## config.mk

```make
export PLATFORM = sky130hd
export DESIGN_NAME = if_id_hazard_ctrl
export DESIGN_NICKNAME = d
export VERILOG_FILES = /design/src/rtl/if_id_hazard_ctrl.sv
export SDC_FILE = /design/constraint.sdc
export NUM_CORES = 1
export LEC_CHECK = 0
export ABC_AREA = 1
export CAP_MARGIN = 25
export CELL_PAD_IN_SITES_DETAIL_PLACEMENT = 0
export CELL_PAD_IN_SITES_GLOBAL_PLACEMENT = 1
export CORE_UTILIZATION = 34
export DETAILED_ROUTE_END_ITERATION = 8
export PLACE_DENSITY_LB_ADDON = 0.25
export REMOVE_ABC_BUFFERS = 1
export SYNTH_ARGS = -nofsm -noshare
export SYNTH_HDL_FRONTEND = slang
export SYNTH_SLANG_ARGS = --single-unit
```

## constraint.sdc

```tcl
create_clock -name clock -period 4.8 [get_ports clock]
set_input_delay 1.44 -clock clock [delete_from_list [all_inputs] [get_ports clock]]
set_output_delay 1.44 -clock clock [all_outputs]
set_load 0.02 [all_outputs]
```

## src/rtl/if_id_hazard_ctrl.sv

```systemverilog
// if_id_hazard_ctrl
//   Front-end hazard and sequencing controller for the PC and the IF/ID
//   pipeline register. Each cycle it decides whether the PC advances and
//   whether IF/ID loads, holds or is squashed to a NOP. It also decides when
//   a bubble is injected into ID/EX. It handles taken-branch flush,
//   load-use stall, data-memory freeze and instruction-fetch wait, and keeps
//   saturating stall/flush event counters for performance debug.
//
// Ports
//   clock, reset         rising-edge clock, synchronous active-high reset
//   id_rs1/id_rs2        source register fields of the instruction in ID
//   id_use_rs1/rs2       ID instruction actually reads that source
//   ex_memread, ex_rd    EX holds a load and its destination register
//   branch_taken         EX resolved a taken branch/jump this cycle
//   imem_ready           fetch data valid this cycle
//   dmem_busy            data memory stall, whole pipe freezes
//   pc_write             PC loads its next value
//   ifid_write           IF/ID loads (holds when 0)
//   ifid_flush           IF/ID loads a NOP, overrides ifid_write
//   idex_bubble          ID/EX loads control zeros
//   pipe_hold            freeze EX/MEM/WB registers
//   stall_cnt            cycles with pc_write=0, saturating
//   flush_cnt            taken-branch events, saturating
module if_id_hazard_ctrl #(
    parameter int unsigned FLUSH_CYCLES    = 1,
    parameter int unsigned LU_STALL_CYCLES = 1,
    parameter int unsigned CNT_W           = 16
) (
    input  logic             clock,
    input  logic             reset,
    input  logic [4:0]       id_rs1,
    input  logic [4:0]       id_rs2,
    input  logic             id_use_rs1,
    input  logic             id_use_rs2,
    input  logic             ex_memread,
    input  logic [4:0]       ex_rd,
    input  logic             branch_taken,
    input  logic             imem_ready,
    input  logic             dmem_busy,
    output logic             pc_write,
    output logic             ifid_write,
    output logic             ifid_flush,
    output logic             idex_bubble,
    output logic             pipe_hold,
    output logic [CNT_W-1:0] stall_cnt,
    output logic [CNT_W-1:0] flush_cnt
);

    typedef enum logic [1:0] {
        RUN,
        LU_STALL,
        FLUSH
    } state_t;

    localparam logic [3:0] FLUSH_REM = 4'(FLUSH_CYCLES - 1);
    localparam logic [3:0] LU_REM    = 4'(LU_STALL_CYCLES - 1);

    state_t           state_q, state_d;
    logic [3:0]       rem_q, rem_d;
    logic [CNT_W-1:0] stall_cnt_q, stall_cnt_d;
    logic [CNT_W-1:0] flush_cnt_q, flush_cnt_d;
    logic             luh;

    // x0 is hard-wired zero, so a load targeting it never creates a hazard.
    always_comb begin
        luh = ex_memread && (ex_rd != 5'd0) &&
              ((id_use_rs1 && (id_rs1 == ex_rd)) ||
               (id_use_rs2 && (id_rs2 == ex_rd)));
    end

    // State register
    always_ff @(posedge clock) begin
        state_q     <= state_d;
        rem_q       <= rem_d;
        stall_cnt_q <= stall_cnt_d;
        flush_cnt_q <= flush_cnt_d;
    end

    // Next-state logic. Priority: reset > branch > dmem freeze > state work.
    always_comb begin
        state_d = state_q;
        rem_d   = rem_q;
        if (reset) begin
            state_d = RUN;
            rem_d   = '0;
        end else if (branch_taken) begin
            if (FLUSH_CYCLES > 1) begin
                state_d = FLUSH;
                rem_d   = FLUSH_REM;
            end else begin
                state_d = RUN;
            end
        end else if (dmem_busy) begin
            // freeze: state and remaining count both hold
            state_d = state_q;
        end else begin
            case (state_q)
                RUN: begin
                    if (luh && (LU_STALL_CYCLES > 1)) begin
                        state_d = LU_STALL;
                        rem_d   = LU_REM;
                    end
                end
                LU_STALL, FLUSH: begin
                    rem_d = rem_q - 4'd1;
                    if (rem_q == 4'd1) begin
                        state_d = RUN;
                    end
                end
                default: state_d = RUN;
            endcase
        end
    end

    // Output logic
    always_comb begin
        pc_write    = 1'b0;
        ifid_write  = 1'b0;
        ifid_flush  = 1'b0;
        idex_bubble = 1'b0;
        pipe_hold   = 1'b0;
        if (reset) begin
            ifid_flush  = 1'b1;
            idex_bubble = 1'b1;
        end else if (branch_taken) begin
            pc_write    = 1'b1;
            ifid_flush  = 1'b1;
            idex_bubble = 1'b1;
        end else if (dmem_busy) begin
            pipe_hold  = 1'b1;
            // a freeze inside a flush window must keep squashing IF/ID
            ifid_flush = (state_q == FLUSH);
        end else begin
            case (state_q)
                RUN: begin
                    if (luh) begin
                        idex_bubble = 1'b1;
                    end else if (!imem_ready) begin
                        ifid_flush = 1'b1;
                    end else begin
                        pc_write   = 1'b1;
                        ifid_write = 1'b1;
                    end
                end
                LU_STALL: idex_bubble = 1'b1;
                FLUSH: begin
                    pc_write   = imem_ready;
                    ifid_flush = 1'b1;
                end
                default: ;
            endcase
        end
    end

    // Performance counters, saturating at all-ones.
    always_comb begin
        stall_cnt_d = stall_cnt_q;
        flush_cnt_d = flush_cnt_q;
        if (reset) begin
            stall_cnt_d = '0;
            flush_cnt_d = '0;
        end else begin
            if (!pc_write && !(&stall_cnt_q)) begin
                stall_cnt_d = stall_cnt_q + 1'b1;
            end
            if (branch_taken && !(&flush_cnt_q)) begin
                flush_cnt_d = flush_cnt_q + 1'b1;
            end
        end
    end

    assign stall_cnt = stall_cnt_q;
    assign flush_cnt = flush_cnt_q;

endmodule
```

* After elaboration in Yosys (flattened, before gate mapping)
Cells that the tools add are included.
** Storage, ports and cells
- Output and inout bits :: 37
- Bits in registers :: 38
** Cells by class
- Bitwise logic cells :: 3
- Multiplexer cells :: 26
- Add/sub/neg operators :: 3
- Equal/unequal tests :: 6
- Reduce and logical (&&, ||, !) cells :: 18
** Operators with widths (count)
- 16-bit by 1-bit adder with 16-bit output, second input constant :: 2
- 16-bit AND reduction :: 2
- 1-bit two-way mux :: 21
- 5-bit == test :: 2
- 1-bit logical AND :: 6
- 1-bit one-hot mux with 2 select lines :: 3
- 3-bit AND reduction :: 2
- 5-bit nonzero test :: 1
- 4-bit by 1-bit == test with 1-bit output, second input constant :: 1
- 2-bit one-hot mux with 2 select lines :: 1
- 2-bit OR reduction :: 2
- 4-bit by 1-bit subtractor with 4-bit output, second input constant :: 1
- 1-bit zero test :: 3
- 1-bit NOT :: 3
- 2-bit by 1-bit == test with 1-bit output, second input constant :: 1
- 2-bit == test, second input constant :: 1
- 2-bit zero test :: 1
- 2-bit two-way mux :: 1
- 2-bit != test, second input constant :: 1
- 1-bit logical OR :: 1

* Longest topological paths before layout
- Depth in word-level cells :: 11
- Mapped depth :: 14
- Gate-level depth less buffers :: 14

* Worst setup path before layout
Ideal clock, no wire load.
- Path type :: input port to output port
- From :: input ex_rd[2]
- To :: output idex_bubble
- Slack :: 1015 ps
- Data required time :: 3360 ps
- Stages :: 8
- Arrival time :: 2345 ps
- Cells stage by stage :: inv_1 > nand2_1 > nand2_1 > nor2_1 > nand3_1 > nand2_1 > nand2_2 > o21ai_0
** Between the ends
- Word-level cells in the longest chain between the ends :: 9
** Ends and longest elaborated chain
- start: declaration :: RTL line 36 : input logic [4:0] ex_rd,
- 5-bit == test (on tied branches) :: RTL line 67, 68
- 1-bit logical AND (on tied branches) :: RTL line 67, 68
- 1-bit logical OR :: RTL line 67 : ((id_use_rs1 && (id_rs1 == ex_rd)) ||
- 1-bit logical AND * :: RTL line 66 : luh = ex_memread && (ex_rd != 5'd0) &&
- 1-bit two-way mux * :: RTL line 136 : if (luh) begin
- 1-bit one-hot mux with 2 select lines * :: RTL line 134 : case (state_q)
- 1-bit two-way mux * :: RTL line 129 : end else if (dmem_busy) begin
- 1-bit two-way mux * :: RTL line 125 : end else if (branch_taken) begin
- 1-bit two-way mux * :: RTL line 122 : if (reset) begin
- end: declaration :: RTL line 43 : output logic idex_bubble,
Mark *: on every way between the ends. The rest lies on a longest branch, timed or not.

* Final worst setup path
- From :: input ex_rd[0]
- To :: output ifid_flush
** Between the ends
- Word-level cells in the longest chain between the ends :: 9
** Ends and longest elaborated chain
- 5-bit == test (on tied branches) :: RTL line 67, 68
- 1-bit logical AND (on tied branches) :: RTL line 67, 68
- 1-bit logical OR :: RTL line 67
- 1-bit logical AND * :: RTL line 66
- 1-bit two-way mux * :: RTL line 136
- 1-bit one-hot mux with 2 select lines * :: RTL line 134
- 1-bit two-way mux * :: RTL line 129
- 1-bit two-way mux * :: RTL line 125
- 1-bit two-way mux * :: RTL line 122
- end: declaration :: RTL line 42 : output logic ifid_flush,
Marked as above.

==> results.md <==
- Setup repair after global routing left no endpoint under its margin.
- The startpoint of the tightest hold check path is flush_cnt[3].
- Summed over all nets, the half-perimeter wirelength after detailed placement is 4090 um.
- For the worst-skew pair, the clock arrives at the later sink with an insertion delay of 0.28 ns.
- The effective utilization at floorplan is 0.351.
- The total routed wirelength is 5330 um.
- The maximum ir drop on the vdd rail is 0.000109 V.
- The area overhead of the layout relative to synthesis is 37.3%.
- The maximum root-to-sink buffer count is 2.
- The final layout contains roughly 430 nets.
- Summing every instance area after synthesis gives 2070 um^2.
- The standby leakage power is 0.00123 uW.
- The horizontal die dimension is 79.9 um.
- The area of all placed cells without fillers is about 2800 um^2.
- In the final layout, the share of cells above drive strength 1 is 0.0636.
- The data arrival time of the critical path is ~3.2 ns.
- The flow ran to the end, and the final reports show no timing, DRC or antenna violations.
- The clock net in this run drives a total of 32 sinks.
- The cell class contributing the biggest share of worst-path delay is buffers and inverters.
- Buffers placed on the I/O ports in this run total around 60.
- Of the synthesized area, sequential elements account for 0.310.
- The number of clock buffers inserted by TritonCTS is 5.
- The worst register-to-register path has a setup slack of around 2.8 ns.
- The highest-utilization routing layer at the global route stage is met2.
- Measured on the finished design, the core utilization comes to 0.482.
- Of all cell types, the one taking the most synthesized area is sky130_fd_sc_hd__dfxtp_1.
- The area of the core is 5890 um^2.
- The setup TNS after final layout is 0 ns.
- At the end of routability-driven placement, the weighted congestion stood at 0.806.
- The number of antenna violations at the first check in global routing was 0.
- The floorplan step defined a die boundary enclosing approximately 6400 um^2.
- The count of TritonRoute iterations in the first routing pass is 4.
- Once detail routing completed, the nets flagged for antenna violations numbered 0.
- Entering global routing, the biggest net connects 21 pins.
- The cell area reported after detailed placement is approximately 2700 um^2.
- The most critical setup path has its startpoint at ex_rd[0].
- The global-route total usage across every layer is 0.174.
- The number of global-route vias before repair was 1986.
- The max-slew violation count was 0.
- The data required time of the worst path is 3.36 ns.
- The CTS tree is yes.
- For the pin with the worst max-slew slack, the measured transition is 0.496 ns.
- The height of the die is around 80 um.
- The antenna diode count is 0.
- The final critical-path share of the clock period is 0.963.
- The clock slew seen by the registers of the worst setup and hold paths is 0.07 ns.
- The critical path start-end classification is in2out.
- The number of setup violations in the final report is 0.
- Headroom to the max-slew limit came out at 0.669.
- The via density per instance is 4.55.
- Walking the worst path, the cells encountered are clkdlybuf4s50_1 > nor2_1 > nand3_1 > o21ai_0 > inv_1 > nand2_2 > nand3_1 > nand2_1 > clkdlybuf4s50_1.
- In this run the worst path has a maximum fanout of 5.
- For this run, global-route usage on met1 was measured as 0.242.
- The worst setup path is launched from a primary input.
- The first routing iteration left 83 violations.
- In the post-synthesis netlist, the biggest area contributors are sky130_fd_sc_hd__dfxtp_1 (31%), sky130_fd_sc_hd__nand2_1 (18%), sky130_fd_sc_hd__nor2_1 (11%).
- The flip-flop and latch count after synthesis is 32.
- The max-cap violation count is 0.
- The startpoint identified for the worst register-to-register timing path is stall_cnt[0].
- The global-route met3 utilization is 0.0366.
- The top cell types in the final layout, fill and taps aside, are sky130_fd_sc_hd__nand2_1 (97), sky130_fd_sc_hd__nor2_1 (61), sky130_fd_sc_hd__clkdlybuf4s50_1 (56), sky130_fd_sc_hd__inv_1 (52), sky130_fd_sc_hd__dfxtp_1 (32).
- The class of the most critical hold timing path is reg2reg.
- For met2 alone, demand over resource in global routing was 0.265.
- The buffer type at the clock tree root is sky130_fd_sc_hd__clkbuf_8.
- The detailed router placed 2200 vias in this run.
- The commonest non-fill, non-tap cell in the layout is sky130_fd_sc_hd__nand2_1.
- The final worst clock skew is 0.00118 ns.
- The first global-routing pass estimated 8780 um of wire.
- The number of different library cells used by synthesis comes to 28.
- For this run the aggregate overflow at the end of global routing stands at 0.
- Counting every instance in the synthesized netlist gives 344.
- Together, buffers and inverters on the worst path number 3.
- CTS built an H-tree with a depth of 2.
- The mean instance size in the synthesized netlist is 6.01 um^2.
- The hold violation total from the final report is 0.
- Dividing the detail-routed wire length by the instance count gives 11.0 um.
- The number of placed instances, taps included is between 400 and 500.
- The share of synthesized area in the top cell type comes to 0.310.
- The remaining design rule violation count is 0.
- The placement row count is 28.
- For this design, the slowest cell found on the critical path is sky130_fd_sc_hd__clkdlybuf4s50_1.
- The stage delay of the slowest cell on the critical path is 0.62 ns.
- The total power divided by cell area is 210 nW/um^2.
- The highest attainable clock frequency is 216 MHz.
- For this run, the number of Yosys warnings is 0.
- The overall power of the completed layout is 595 uW.
- The number of top-level design ports is 60.
- The worst path needs around 4.6 ns of the cycle, external delays included.
- The number of cells in the finished layout apart from fillers is 484.
- STA classifies the critical path endpoint as a primary output.
## sequential cells by signal, summed over array words and instances (netlist names)
signal	flops
stall_cnt	16
flush_cnt	16
## Yosys cell counts
master / count
sky130_fd_sc_hd__nand2_1: 97
sky130_fd_sc_hd__nor2_1: 61
sky130_fd_sc_hd__inv_1: 52
sky130_fd_sc_hd__dfxtp_1: 32
sky130_fd_sc_hd__nand3_1: 21
sky130_fd_sc_hd__a21oi_1: 14
sky130_fd_sc_hd__o21ai_0: 10
sky130_fd_sc_hd__nand4_1: 7
sky130_fd_sc_hd__nand2_2: 6
sky130_fd_sc_hd__nor3_1: 6
sky130_fd_sc_hd__o21bai_1: 6
sky130_fd_sc_hd__inv_2: 4
sky130_fd_sc_hd__nand3b_1: 3
sky130_fd_sc_hd__nor3_2: 3
sky130_fd_sc_hd__o21ai_1: 3
sky130_fd_sc_hd__xor2_1: 3
sky130_fd_sc_hd__buf_6: 2
sky130_fd_sc_hd__clkbuf_1: 2
sky130_fd_sc_hd__ha_1: 2
sky130_fd_sc_hd__xnor2_1: 2
sky130_fd_sc_hd__a31oi_1: 1
sky130_fd_sc_hd__and3_1: 1
sky130_fd_sc_hd__buf_2: 1
sky130_fd_sc_hd__buf_4: 1
sky130_fd_sc_hd__nand2_4: 1
sky130_fd_sc_hd__nand3_2: 1
sky130_fd_sc_hd__nand4_4: 1
sky130_fd_sc_hd__nor4_1: 1
## routing by layer
metal  wire, um  part of all wire
met2       2210              0.41
met5          0                 0
met1       2790              0.52
met3        291             0.055
met4         45            0.0084
## cell type report
| type | count | area [um^2] |
|---|---|---|
| Sequential cell | 32 | 641 |
| Fill cell | 621 | 3050 |
| Timing Repair Buffer | 63 | 628 |
| Inverter | 56 | 210 |
| Multi-Input combinational cell | 250 | 1170 |
| Clock buffer | 8 | 90.1 |
| Tap cell | 75 | 93.8 |
## stage by stage
step	worst slack [ns]	hold WS (ns)
6_report	0.176	0.503
5_1_grt	0.0298	0.531
4_1_cts	0.0224	0.508
3_5_place_dp	0.0432	0.487
3_3_place_gp	0.0452	0.485
2_1_floorplan	1.00	0.547
## timing repair
item,in CTS,in global routing
gates resized for setup,0,3
hold buffers,0,0
buffers inserted,0,0
setup endpoints to repair,0,3
## where the power goes
part | total [uW] | switching, uW | leakage [uW] | internal, uW
sequential | 279 | 7.45 | 0.000259 | 271
combinational | 101 | 53.2 | 0.000923 | 48.2
clock | 215 | 98.2 | 0.0000455 | 117
## cell families (layout without fill, tap and decap cells)
| family | count (synthesis) | after routing | synth area share |
|---|---|---|---|
| simple gates | 209 | 209 | 0.444 |
| fa+ha+maj | 2 | 2 | 0.0121 |
| compound gates | 34 | 34 | 0.0902 |
| xor+xnor | 5 | 5 | 0.0212 |
| buf+inv | 62 | 127 | 0.122 |
| flops | 32 | 32 | 0.310 |
## path summary, 6_finish.rpt
path,end,cells past startpoint
setup / recovery,ifid_flush,9
hold / removal,flush_cnt[3],1
setup reg to reg,stall_cnt[1],10
hold reg to reg,flush_cnt[3],1
Power figures use the tool's default switching activity.
